`src/rtl/stage3_mixer_if.sv`:
```
// Valid/ready bundle between stage-2, stage3_mixer and the output stage.
// The master modport is the side that drives words in and drains the head.
interface stage3_mixer_if;
    logic        in_valid;
    logic        in_ready;
    logic [15:0] in_data;
    logic [1:0]  in_state;
    logic [15:0] key;
    logic        out_valid;
    logic        out_ready;
    logic [15:0] out_data;
    logic [3:0]  out_tag;

    modport master (
        output in_valid, in_data, in_state, key, out_ready,
        input  in_ready, out_valid, out_data, out_tag
    );

    modport slave (
        input  in_valid, in_data, in_state, key, out_ready,
        output in_ready, out_valid, out_data, out_tag
    );
endinterface

```
`src/rtl/stage3_mixer.sv`:
```
// Stage-3 keyed mixer: state-selected transform with rotating round index, FIFO buffered.
// Optional running XOR checksum is built only when STAGE3_CHECKSUM_EN is defined.
module stage3_mixer #(
    parameter int DEPTH = 4
) (
    input  logic          clk,
    input  logic          rst,
    stage3_mixer_if.slave bus,
    output logic [15:0]   checksum,
    output logic [7:0]    stall_cnt
);
    localparam int AW = $clog2(DEPTH);
    localparam logic [AW:0] PTR_ONE = 1;

    logic [AW:0]  wr_ptr;
    logic [AW:0]  rd_ptr;
    logic [1:0]   round;
    logic [19:0]  mem [DEPTH];
    logic [19:0]  head;
    logic [15:0]  t;
    logic         full;
    logic         empty;
    logic         accept;
    logic         drain;

    function automatic logic [15:0] rotl(input logic [15:0] d, input logic [1:0] r);
        logic [31:0] dd;
        logic [2:0]  amt;
        amt = {1'b0, r} + 3'd1;
        dd  = {d, d} << amt;
        return dd[31:16];
    endfunction

    function automatic logic [15:0] mix(input logic [15:0] d, input logic [1:0] s,
                                        input logic [15:0] k, input logic [1:0] r);
        logic [15:0] res;
        case (s)
            2'd0:    res = d ^ k;
            2'd1:    res = rotl(d, r);
            2'd2:    res = d + k;
            default: res = {d[7:0], d[15:8]} ^ ~k;
        endcase
        return res;
    endfunction

    // Full/empty from registered pointers only, so in_ready never depends on out_ready.
    assign empty  = (wr_ptr == rd_ptr);
    assign full   = (wr_ptr[AW-1:0] == rd_ptr[AW-1:0]) && (wr_ptr[AW] != rd_ptr[AW]);
    assign accept = bus.in_valid && bus.in_ready;
    assign drain  = bus.out_valid && bus.out_ready;
    assign t      = mix(bus.in_data, bus.in_state, bus.key, round);

    assign bus.in_ready  = !full;
    assign bus.out_valid = !empty;
    assign head          = mem[rd_ptr[AW-1:0]];
    assign bus.out_data  = head[19:4];
    assign bus.out_tag   = head[3:0];

    always_ff @(posedge clk) begin
        if (rst) begin
            wr_ptr    <= '0;
            rd_ptr    <= '0;
            round     <= '0;
            stall_cnt <= '0;
            for (int i = 0; i < DEPTH; i++) mem[i] <= '0;
        end else begin
            if (accept) begin
                mem[wr_ptr[AW-1:0]] <= {t, bus.in_state, round};
                wr_ptr              <= wr_ptr + PTR_ONE;
                round               <= round + 2'd1;
            end
            if (drain) rd_ptr <= rd_ptr + PTR_ONE;
            if (bus.in_valid && !bus.in_ready && stall_cnt != 8'hFF)
                stall_cnt <= stall_cnt + 8'd1;
        end
    end

`ifdef STAGE3_CHECKSUM_EN
    logic [15:0] csum;

    always_ff @(posedge clk) begin
        if (rst)         csum <= '0;
        else if (accept) csum <= csum ^ t;
    end

    assign checksum = csum;
`else
    assign checksum = 16'h0000;
`endif
endmodule

```
`src/flat_wrapper.sv`:
```
// flat-port wrapper written by rule: the top's interface ports become plain ports
module stage3_mixer_flat 
#(
    parameter int DEPTH = 4
)
  (clk, rst, checksum, stall_cnt, bus_in_valid, bus_in_data, bus_in_state, bus_key, bus_out_ready, bus_in_ready, bus_out_valid, bus_out_data, bus_out_tag);
  stage3_mixer_if bus_i ();
  input  logic clk;
  input  logic rst;
  output logic [15:0] checksum;
  output logic [7:0] stall_cnt;
  input wire logic [$bits(bus_i.in_valid)-1:0] bus_in_valid;
  input wire logic [$bits(bus_i.in_data)-1:0] bus_in_data;
  input wire logic [$bits(bus_i.in_state)-1:0] bus_in_state;
  input wire logic [$bits(bus_i.key)-1:0] bus_key;
  input wire logic [$bits(bus_i.out_ready)-1:0] bus_out_ready;
  output wire logic [$bits(bus_i.in_ready)-1:0] bus_in_ready;
  output wire logic [$bits(bus_i.out_valid)-1:0] bus_out_valid;
  output wire logic [$bits(bus_i.out_data)-1:0] bus_out_data;
  output wire logic [$bits(bus_i.out_tag)-1:0] bus_out_tag;
  assign bus_i.in_valid = bus_in_valid;
  assign bus_i.in_data = bus_in_data;
  assign bus_i.in_state = bus_in_state;
  assign bus_i.key = bus_key;
  assign bus_i.out_ready = bus_out_ready;
  assign bus_in_ready = bus_i.in_ready;
  assign bus_out_valid = bus_i.out_valid;
  assign bus_out_data = bus_i.out_data;
  assign bus_out_tag = bus_i.out_tag;
  stage3_mixer #(.DEPTH(DEPTH)) u_core (.clk(clk), .rst(rst), .bus(bus_i), .checksum(checksum), .stall_cnt(stall_cnt));
endmodule
```
`config.mk`:
```
export PLATFORM = sky130hd
export DESIGN_NAME = stage3_mixer_flat
export DESIGN_NICKNAME = d
export VERILOG_FILES = /design/src/rtl/stage3_mixer_if.sv /design/src/rtl/stage3_mixer.sv /design/src/flat_wrapper.sv
export SDC_FILE = /design/constraint.sdc
export NUM_CORES = 1
export LEC_CHECK = 0
export ABC_AREA = 0
export CAP_MARGIN = 20
export CORE_ASPECT_RATIO = 1.75
export CORE_UTILIZATION = 50
export DETAILED_ROUTE_END_ITERATION = 10
export GPL_TIMING_DRIVEN = 1
export PLACE_DENSITY = 0.71
export REMOVE_ABC_BUFFERS = 1
export SYNTH_ARGS = -nofsm -noshare
export SYNTH_HDL_FRONTEND = slang
export SYNTH_SLANG_ARGS = --single-unit
```
`constraint.sdc`:
```
create_clock -name clk -period 4 [get_ports clk]
set_input_delay 0.8 -clock clk [delete_from_list [all_inputs] [get_ports clk]]
set_output_delay 0.8 -clock clk [all_outputs]
set_load 0.02 [all_outputs]
```
* Yosys cells after proc, flatten, opt, wreduce, memory -nomap -nowiden
Memory sizes are Yosys's and may differ from the RTL's. A register that Yosys moved wholly into a read port is not among the register bits.
Cells that the tools add are included.
Widths: inputs -> output; s select.
** Word-level totals
- Input port bits :: 38
- Memories :: 1
- RAM bits :: 80
- Register bits after elaboration :: 16
** Cells by class
- Eq/ne operators :: 6
- Mux-type cells :: 11
- Shift operators :: 1
- Reduce and logical (&&, ||, !) cells :: 9
- Bitwise operators :: 3
- $add $sub $neg :: 6
** Memories
- u_core.mem :: depth 4, bits a word 20, rd ports 1, clocked after memory_dff 1, wr ports 4, RTL line stage3_mixer.sv:18 : logic [19:0] mem [DEPTH];
** Operator list (number)
- $pmux 16 s3 :: 1
- $shl 32x3->32 :: 1
- $xor 16x16->16 :: 2
- $mux 20 :: 1
- $reduce_or 20->1 :: 1
- $add 16x16->16 :: 1
- $not 16->16 :: 1
- $add 8x1->8 const B :: 1
- $ne 8x8->1 const B :: 1
- $add 3x1->3 const B :: 2
- $mux 1 :: 6
- $mux 2 :: 3
- $logic_and 1x1->1 :: 5
- $add 2x1->3 const B :: 1
- $eq 3x3->1 :: 1
- $add 2x1->2 const B :: 1
- $eq 2x1->1 const B :: 1
- $eq 2x2->1 :: 1
- $eq 2x2->1 const B :: 1
- $logic_not 1->1 :: 2
- $logic_not 2->1 :: 1
- $ne 1x1->1 :: 1

* Longest topological paths before layout
- Depth in word-level cells :: 9
- Mapped depth :: 10
- Mapped depth without buffers :: 10

* Worst setup path before layout
No wires, ideal clock.
- Path kind :: input to register
- From :: in bus_key[0]
- To :: mem u_core.mem[1][18] (data pin)
- Slack :: 1252 ps
- Buffers on the path :: 0
- Library setup time :: 141 ps
- Arrival :: 2607 ps
- Stages :: 10
- Data required time :: 3859 ps
- Path through :: ha_1 inv_1 fa_1 nor2b_1 o2111ai_1 a21oi_1 nor3_1 or4b_1 and3_1 nor2_1
** RTL lines
- from (decl) :: RTL line flat_wrapper.sv:15 : input wire logic [$bits(bus_i.key)-1:0] bus_key;
- to (decl) :: RTL line stage3_mixer.sv:18

==> metrics.md <==
| Metric | Value |
|---|---|
| # clock sinks | `about 100` |
| Pleak | `between 2 and 3 nW` |
| Mapped Area | `0.00613 mm²` |
| Cell family with most CP delay | `compound AO/OA/AOI/OAI gates` |
| Commonest cells in the netlist | `nor2_1 (111), edfxtp_1 (80), nand2_1 (35)` |
| Sequential element share of the synthesized area | `0.451` |
| Hold Crit Endpoint | `u_core.rd_ptr[2]$_SDFFE_PP0P_` |
| Min Clock Period, post-route | `~3.3 ns` |
| Worst EP required | `4.06 ns` |
| Yosys warning count | `0` |
| MaxCap Viol Count | `0` |
| Via density | `5.80` |
| Clock Latency Late Sink | `0.34 ns` |
| Die width | `85.7 µm` |
| Total design power | `0.00295 W` |
| Distinct cells, synth | `68` |
| Slowest cell on the critical path | `clkdlybuf4s50_1` |
| Global route overflow | `0` |
| Core ar. | `0.0120 mm²` |
| Most used cell, CP | `a31oi_1` |
| Worst Skew | `roughly 0.0086 ns` |
| Hold WS | `between 0.5 and 0.6 ns` |
| R2r startpoint | `u_core.round[1]$_SDFFE_PP0P_` |
| Layout Cells excl Fill | `about 810` |
| Asr flop ratio synth | `0` |
| WHS Path Cells | `2` |
| Post-DP Area | `a little under 0.007 mm²` |
| Most frequent cell after synthesis | `nor2_1` |
| Number of enable flip-flop cells after synthesis | `80` |
| Cells after Synth | `574` |
| DRC violation count after routing | `0` |
| TritonCTS clock tree | `built` |
| IO buf count | `67` |
| Final hold vios | `0` |
| Routability cong. | `1.02` |
| Core Rows | `53` |
| Worst Path Max Fanout | `7` |
| First-pass GRT wire length | `25300 µm` |
| Finish-stage setup viols | `0` |
| Num CTS Buffers | `9` |
| CTS H-tree lvls | `3` |
| Final net count | `approximately 700` |
| CTS Root Cell | `clkbuf_16` |
| Max Slew Vio Count | `0` |
| Top-area cell type share of the netlist area | `0.392` |
| Hold_sp | `u_core.rd_ptr[2]$_SDFFE_PP0P_` |
| Worst slew margin | `0.463` |
| DR WL/cell | `19.9 µm` |
| CTS Buffer Depth | `2` |
| Synth area leaders | `edfxtp_1 (39%), mux4_2 (11%), nor2_1 (6.8%)` |
| Initial antenna violation count | `0` |
| Placed Cells | `793` |
| Ports | `84` |
| Clk pin slew, worst setup/hold paths | `0.07 ns` |
| DR pass1 iterations | `5` |
| Status | `finished clean` |
| Filler cell count | `between 1000 and 1500` |
| Postcts setup bufs | `0` |
| F_max | `302 MHz` |
| Power Density | `407 mW/mm²` |
| DR vias | `about 4700` |
| Vias in the first global route | `4722` |
| Syn Area/Cell | `between 10 and 15 µm²` |
| Ratio of cells with drive above 1 in the final layout | `0.129` |
| Post-layout instance area | `approximately 0.0073 mm²` |
| Setup TNS | `0 ns` |
| CP bufs+invs | `1` |
| CP peak stage delay | `0.69 ns` |
| Synth-to-layout area growth | `18.4%` |
| Synth Flop Type | `edfxtp_1` |
| Largest net degree at the start of global routing | `23` |
| Die ar. | `roughly 0.013 mm²` |
| FF-to-FF End | `u_core.mem[0][13]$_SDFFCE_PN0P_` |
| Drt initial violations | `328` |
| Reg2reg setup slack | `0.83 ns` |
| Critical Path Source Type | `input port` |
| Setup crit end kind | `flop` |
| Worst-Margin Slew | `0.797 ns` |
| Reg area | `0.00276 mm²` |
| Setup CP Type | `in2reg` |
| Total wire length | `around 16000 µm` |
| RSZ-0062 raised after global routing | `no` |
| Hold Buf Count CTS | `0` |
| Placed wire-length estimate | `roughly 12000 µm` |
| Worst-path cell chain | `clkdlybuf4s50_1, ha_1, a31oi_1, nand2_1, a31oi_1, o31ai_1, a21boi_0, nor2_1` |
| Yosys top cell by area | `edfxtp_1` |
| Hold Crit Class | `reg2reg` |
| Arrival time worst endpoint | `3.38 ns` |
| Ant diodes | `0` |
| GRT Overall Usage | `0.267` |
| Post-route clock period utilization | `0.829` |
| Multi-input gate area | `0.00306 mm²` |
| Antenna Violating Nets Remaining | `0` |
| Die Ht | `about 150 µm` |
| # resized after CTS | `0` |
| Flops & latches, synth | `98` |
| FF-to-FF path depth | `7` |
| Peak VDD IR | `0.000250 V` |
| Initial Util | `0.510` |
## through the flow
step           utilization  setup WS [ns]
6_report             0.604          0.686
2_1_floorplan            -          0.757
4_1_cts              0.604          0.703
3_3_place_gp         0.579          0.450
5_1_grt              0.604          0.460
3_5_place_dp         0.579          0.410
## cells in the final DEF, fill, tap and decap left out, drive strengths merged, types with 8 or more instances in the layout
| master | Yosys | routed |
|---|---|---|
| nor2 | 111 | 111 |
| edfxtp | 80 | 80 |
| clkdlybuf4s50 | 0 | 67 |
| nand2 | 35 | 35 |
| mux4 | 30 | 30 |
| a21oi | 26 | 26 |
| inv | 22 | 25 |
| buf | 28 | 22 |
| o21ai | 20 | 20 |
| ha | 19 | 19 |
| dfxtp | 18 | 18 |
| xnor2 | 17 | 17 |
| mux2i | 17 | 17 |
| conb | 1 | 16 |
| xor2 | 15 | 15 |
| nand3 | 11 | 11 |
| clkbuf | 22 | 9 |
| nor3 | 9 | 9 |
| a21o | 8 | 8 |
## report_power, final
part,internal (W),switching [W]
Sequential,0.00117,0.0000246
Clock,0.000440,0.000398
Combinational,0.000403,0.000508
## layer usage
layer	vias up	GRT usage	share of wire
met5	-	0	0
met4	0	0.184	0.067
met3	54	0.0305	0.039
met2	186	0.472	0.53
met1	2246	0.297	0.36
li1	2204	-	-
## flip-flops by register name, indices dropped and copies added, names as in the netlist, named ones only
signal and count:
u_core.rd_ptr 3, u_core.wr_ptr 3, u_core.mem 80, u_core.round 2
u_core.stall_cnt 8
## cell families (layout without fill, tap and decap cells)
logic type | after synthesis | count (layout) | synth area share
XOR/XNOR | 32 | 32 | 0.0457
AND/OR/NAND/NOR | 197 | 197 | 0.143
multiplexers | 52 | 52 | 0.148
AO/OA/AOI/OAI | 101 | 101 | 0.110
flip-flops | 98 | 98 | 0.451
adder cells (fa/ha/maj) | 20 | 20 | 0.0421
other | 1 | 16 | 0.000612
buffers and inverters | 73 | 128 | 0.0596
## worst register-to-register path: stages, from the launching register on
cell      delay [ns]
dfxtp_1         0.33
ha_1            0.76
mux4_2          0.61
mux2i_1         0.32
a21oi_1         0.12
a32oi_1         0.15
a21boi_0        0.46
nor2_1          0.14
## how the worst max path moves through the flow
| stage | cells past startpoint | from | to |
|---|---|---|---|
| finish | 8 | bus_in_data[3] | u_core.mem[0][13]$_SDFFCE_PN0P_ |
| global route | 11 | bus_in_data[0] | u_core.mem[3][14]$_DFFE_PP_ |
| CTS | 8 | bus_in_data[3] | u_core.mem[0][13]$_SDFFCE_PN0P_ |
| detailed placement | 11 | bus_in_data[0] | u_core.mem[1][18]$_SDFFCE_PN0P_ |
| global placement | 8 | bus_in_data[3] | u_core.mem[0][13]$_SDFFCE_PN0P_ |
| floorplan | 4 | u_core.wr_ptr[1]$_SDFFE_PP0P_ | u_core.mem[0][0]$_SDFFCE_PN0P_ |
## area by class of cell
cell class,count,share of cell area
Clock inverter,7,0.0100
Sequential cell,98,0.381
Inverter,23,0.0119
Timing Repair Buffer,89,0.115
Multi-Input combinational cell,418,0.422
Tap cell,165,0.0285
Clock buffer,9,0.0311
(Power assumes the default switching activity.)
==> patch 1, RTL diff (same settings) <==
The option `STAGE3_CHECKSUM_EN` is turned on by a define.
--- a/src/rtl/stage3_mixer.sv
+++ b/src/rtl/stage3_mixer.sv
@@ -2,2 +2,4 @@
 // Optional running XOR checksum is built only when STAGE3_CHECKSUM_EN is defined.
+`define STAGE3_CHECKSUM_EN
+
 module stage3_mixer #(
Function: changed (a bounded check fails within 4 cycles, from zero or initial values and one cycle with rst high).
==> patch 1 against the unedited design <==
Combinational power rose by 19%. Sequential power rose by 17%. Final area rose by 18%. Routed wire length rose by 18%. Sequential cell count rose by 16. Synthesized area rose by 13%. Power rose by 31%. Largest power group unchanged. Cell count rose by 12%. Largest cell class unchanged. Clock power rose by 64%. Worst setup slack got worse by 0.14 ns. Critical path depth rose by 4. Sequential share of layout area fell by 2.0 points. Via count rose by 17%.
==> patch 1: results (changes against the unedited design) <==
metric	value	unit	change
placement-stage worst setup slack	0.2724	ns	was 0.4102 ns
CP max-delay cell	sky130_fd_sc_hd__nor4_1		was sky130_fd_sc_hd__clkdlybuf4s50_1
I/O Buffers	83		was 67
adder-cell share of the synthesized area	0.03720		was 0.04207
longest individual stage delay on the worst path	0.61	ns	was 0.69 ns
total via count in the routed design	5493		was 4690
cell area after placement	7983	um^2	was 6954 um^2
Main synth FF type	sky130_fd_sc_hd__edfxtp_1		unchanged
mux share of post-synthesis cell area	0.1479		was 0.1478
count of TritonRoute iterations in the first routing pass	5		unchanged
most area-consuming cells after synthesis	sky130_fd_sc_hd__edfxtp_1, sky130_fd_sc_hd__mux4_2, sky130_fd_sc_hd__dfxtp_1		was sky130_fd_sc_hd__edfxtp_1, sky130_fd_sc_hd__mux4_2, sky130_fd_sc_hd__nor2_1
Max IR drop VDD	0.2971	mV	was 0.2496 mV
average vias per placed instance	6.043		was 5.797
static leakage power	0.003109	uW	was 0.002721 uW
top fanout value on the critical path	6		was 7
post-detailed-placement half-perimeter wirelength	14120	um	was 12080 um
clk_lat worst skew	0.40	ns	was 0.34 ns
post-cts resize count	0		unchanged
Max Root-Sink Buffers	2		unchanged
distinct cell type count after synthesis	72		was 68
synthesized-area fraction occupied by ao, oa, aoi and oai cells	0.1353		was 0.1103
post-synthesis area per instance	10.98	um^2	was 10.67 um^2
final weighted congestion in routability-driven placement	0.9924		was 1.016
clock tree skew after final layout	0.008561	ns	was 0.008649 ns
XOR/XNOR Fraction of Synth Area	0.04172		was 0.04574
CP Data Arrival Time	3.73	ns	was 3.38 ns
commonest cells in the netlist	sky130_fd_sc_hd__nor2_1, sky130_fd_sc_hd__edfxtp_1, sky130_fd_sc_hd__a21oi_1		was sky130_fd_sc_hd__nor2_1, sky130_fd_sc_hd__edfxtp_1, sky130_fd_sc_hd__nand2_1
Clock H-tree levels	4		was 3
total of warnings raised by yosys	0		unchanged
total number of nets in the final design	780		was 697
sequential fraction of the synthesis area	0.4450		was 0.4509
number of diodes	0		unchanged
maximum number of pins on one net before global-route repair	35		was 23
clock buffer count from CTS	17		was 9
via count of the first global-routing pass	5673		was 4722
CP delay by family, top	simple AND/OR/NAND/NOR gates		was compound AO/OA/AOI/OAI gates
violation count after the first detailed-routing iteration	268		was 328
Worst-Margin Slew	0.9172	ns	was 0.7971 ns
average wire length per cell after detail routing	20.98	um	was 19.95 um
run status	finished clean		unchanged
Post-synth EDFFs	80		unchanged
layout cell share with drive strength beyond 1	0.1646		was 0.1289
global-route wire length before repair	30020	um	was 25320 um
overall routing resource usage	0.2799		was 0.2674
total placed cells including tap cells	877		was 793
clock transition at the register clock pins on the worst setup and hold paths after CTS	0.06	ns	
antenna violations before repair	0		unchanged
## patch 1: cell count changes after synthesis, sizes merged, moves of 4 or more
cell,unedited run,this run
a21oi,26,45
a31oi,7,3
buf,28,21
dfxtp,18,34
inv,22,12
mux4,30,36
nand2b,1,12
nand3,11,7
nor3,9,13
o21ai,20,32
or3,2,14
## patch 1: per-layer routing
layer,GRT usage,vias up,part of all wire
met2,0.5292,189,0.56
met1,0.2948,2709,0.36
met5,0,-,0
met4,0.1610,0,0.049
met3,0.03794,52,0.030
li1,-,2543,-
## patch 1: worst paths after layout
path | startpoint | end | slack, ns | depth (start not counted)
max reg2reg | u_core.round[1] | u_core.mem[2][15] | 0.98 | 7
max | bus_in_data[0] | u_core.checksum[10] | 0.54 | 12
min reg2reg | u_core.checksum[3] | u_core.checksum[3] | 0.49 | 2
min | u_core.checksum[3] | u_core.checksum[3] | 0.49 | 2
## patch 1: tightest hold or removal path, cell delays in order, from the launching register on
cell and delay, ns:
sky130_fd_sc_hd__dfxtp_1 0.31, sky130_fd_sc_hd__o21ai_0 0.07, sky130_fd_sc_hd__a21oi_1 0.06
## patch 1: cells by family after synthesis
family / Yosys count
XOR/XNOR: 33
AO/OA/AOI/OAI: 135
AND/OR/NAND/NOR: 219
flip-flops: 114
adder cells (fa/ha/maj): 20
multiplexers: 57
buffers and inverters: 53
## patch 1: report_power, final
part,switching (uW),leakage (uW),internal [uW]
registers,43.1,0.00111,1360
clock network,530,0.000250,850
logic,589,0.00175,496
## patch 1: layout make-up
cell class	instances	area (um^2)
Multi-Input combinational cell	464	3573
Fill cell	1125	4922
Timing Repair Buffer	113	1064
Tap cell	174	217.7
Inverter	12	45.04
Clock buffer	19	432.9
Clock inverter	13	115.1
Sequential cell	114	3083
==> patch 2, RTL diff (same settings) <==
Made on the original files. Put one more register stage on the output `stall_cnt`, with the module's reset. The value now appears one clock later. The other outputs are not delayed to match.
--- a/src/rtl/stage3_mixer.sv
+++ b/src/rtl/stage3_mixer.sv
@@ -13,2 +13,4 @@
     localparam logic [AW:0] PTR_ONE = 1;
+
+    logic [7:0] stall_cnt_s0;
 
@@ -63,3 +65,3 @@
             round     <= '0;
-            stall_cnt <= '0;
+            stall_cnt_s0 <= '0;
             for (int i = 0; i < DEPTH; i++) mem[i] <= '0;
@@ -72,4 +74,4 @@
             if (drain) rd_ptr <= rd_ptr + PTR_ONE;
-            if (bus.in_valid && !bus.in_ready && stall_cnt != 8'hFF)
-                stall_cnt <= stall_cnt + 8'd1;
+            if (bus.in_valid && !bus.in_ready && stall_cnt_s0 != 8'hFF)
+                stall_cnt_s0 <= stall_cnt_s0 + 8'd1;
         end
@@ -89,2 +91,10 @@
 `endif
+    always_ff @(posedge clk) begin
+        if (rst) begin
+            stall_cnt <= '0;
+        end else begin
+            stall_cnt <= stall_cnt_s0;
+        end
+    end
+
 endmodule
Formal check against the unedited RTL: not equivalent (a bounded check fails within 10 cycles, from zero or initial values and one cycle with rst high).
==> patch 2 against the unedited design <==
Synthesized area is 8.0% higher. Final area rose by 5.9%. Clock power about the same. Power is 2.5% higher. Worst setup slack got worse by 0.11 ns. Register-to-register slack better by 0.24 ns. Sequential cell count up 8. Sequential power increased by 7%. Utilization fell by 1.1 points. Via count grew 6.2%. Critical path depth rose by 2. Count of clock-buffer cells in the layout is 1 higher. Routed wire length increased by 3.3%. Largest power group unchanged.
==> patch 2: results (changes against the unedited design) <==
metric	value	unit	change
average wire length per cell after detail routing	20.02	um	was 19.95 um
most area-consuming cells after synthesis	sky130_fd_sc_hd__edfxtp_1, sky130_fd_sc_hd__mux4_2, sky130_fd_sc_hd__dfxtp_1		was sky130_fd_sc_hd__edfxtp_1, sky130_fd_sc_hd__mux4_2, sky130_fd_sc_hd__nor2_1
met2 demand-to-capacity share in global routing	0.4590		was 0.4724
longest individual stage delay on the worst path	0.59	ns	was 0.69 ns
total via count in the routed design	4981		was 4690
Post-synth EDFFs	80		unchanged
utilization of the core after routing	0.5934		was 0.6042
total number of nets in the final design	715		was 697
filler cell count in the final layout	1155		was 1032
layout cell share with drive strength beyond 1	0.1329		was 0.1289
count of TritonRoute iterations in the first routing pass	4		was 5
total placed cells including tap cells	817		was 793
final weighted congestion in routability-driven placement	0.9280		was 1.016
top fanout value on the critical path	6		was 7
static leakage power	0.002808	uW	was 0.002721 uW
met1 demand-to-capacity share in global routing	0.3020		was 0.2967
registers with the most flip-flops	u_core.mem x80, u_core.stall_cnt x8, u_core.stall_cnt_s0 x8		was u_core.mem x80, u_core.stall_cnt x8
total of warnings raised by yosys	0		unchanged
cell area after placement	7398	um^2	was 6954 um^2
Routed WL	16670	um	was 16140 um
commonest cells in the netlist	sky130_fd_sc_hd__nor2_1, sky130_fd_sc_hd__edfxtp_1, sky130_fd_sc_hd__nand2_1		unchanged
violation count after the first detailed-routing iteration	280		was 328
run status	finished clean		unchanged
maximum number of pins on one net before global-route repair	39		was 23
hold path cells	1		was 2
Worst-Margin Slew	0.6204	ns	was 0.7971 ns
post-synthesis area per instance	11.05	um^2	was 10.67 um^2
hold_sp	u_core.stall_cnt_s0[5]		was u_core.rd_ptr[2]
global-route wire length before repair	26530	um	was 25320 um
distinct cell type count after synthesis	72		was 68
overall routing resource usage	0.2603		was 0.2674
fraction of met3 tracks used by global routing	0.03202		was 0.03052
Max IR drop VDD	0.2417	mV	was 0.2496 mV
clock tree skew after final layout	0.007810	ns	was 0.008649 ns
CP Data Arrival Time	3.51	ns	was 3.38 ns
[patch 2: worst paths after layout]
path	end	slack, ns
setup reg to reg	u_core.mem[1][9]	1.07
setup / recovery	u_core.mem[0][18]	0.57
hold reg to reg	u_core.stall_cnt[5]	0.50
hold / removal	u_core.stall_cnt[5]	0.50
[patch 2: cell families after synthesis]
kind of cell    synth area share
xor+xnor                 0.04462
flops                     0.4417
buf+inv                  0.05710
simple gates              0.1467
other cells            0.0005667
mux                       0.1524
fa+ha+maj                0.03895
compound gates            0.1180
[patch 2: area by class of cell]
cell class,count,area share
multi-input cells,435,0.4394
flip-flops and latches,106,0.3807
clock inverters,6,0.006519
inverters,18,0.008801
repair buffers,87,0.1069
well taps,171,0.02787
clock buffers,10,0.02982
[patch 2: routing by layer]
layer  vias up  wire length (um)
met5         -                 0
met4         0               877
li1       2314                 -
met2       206              8712
met1      2408              6304
met3        53               778
[patch 2: where the power goes]
group          internal, uW  switching, uW
combinational           410            493
clock                   431            410
sequential             1250           26.9
total                  2090            930
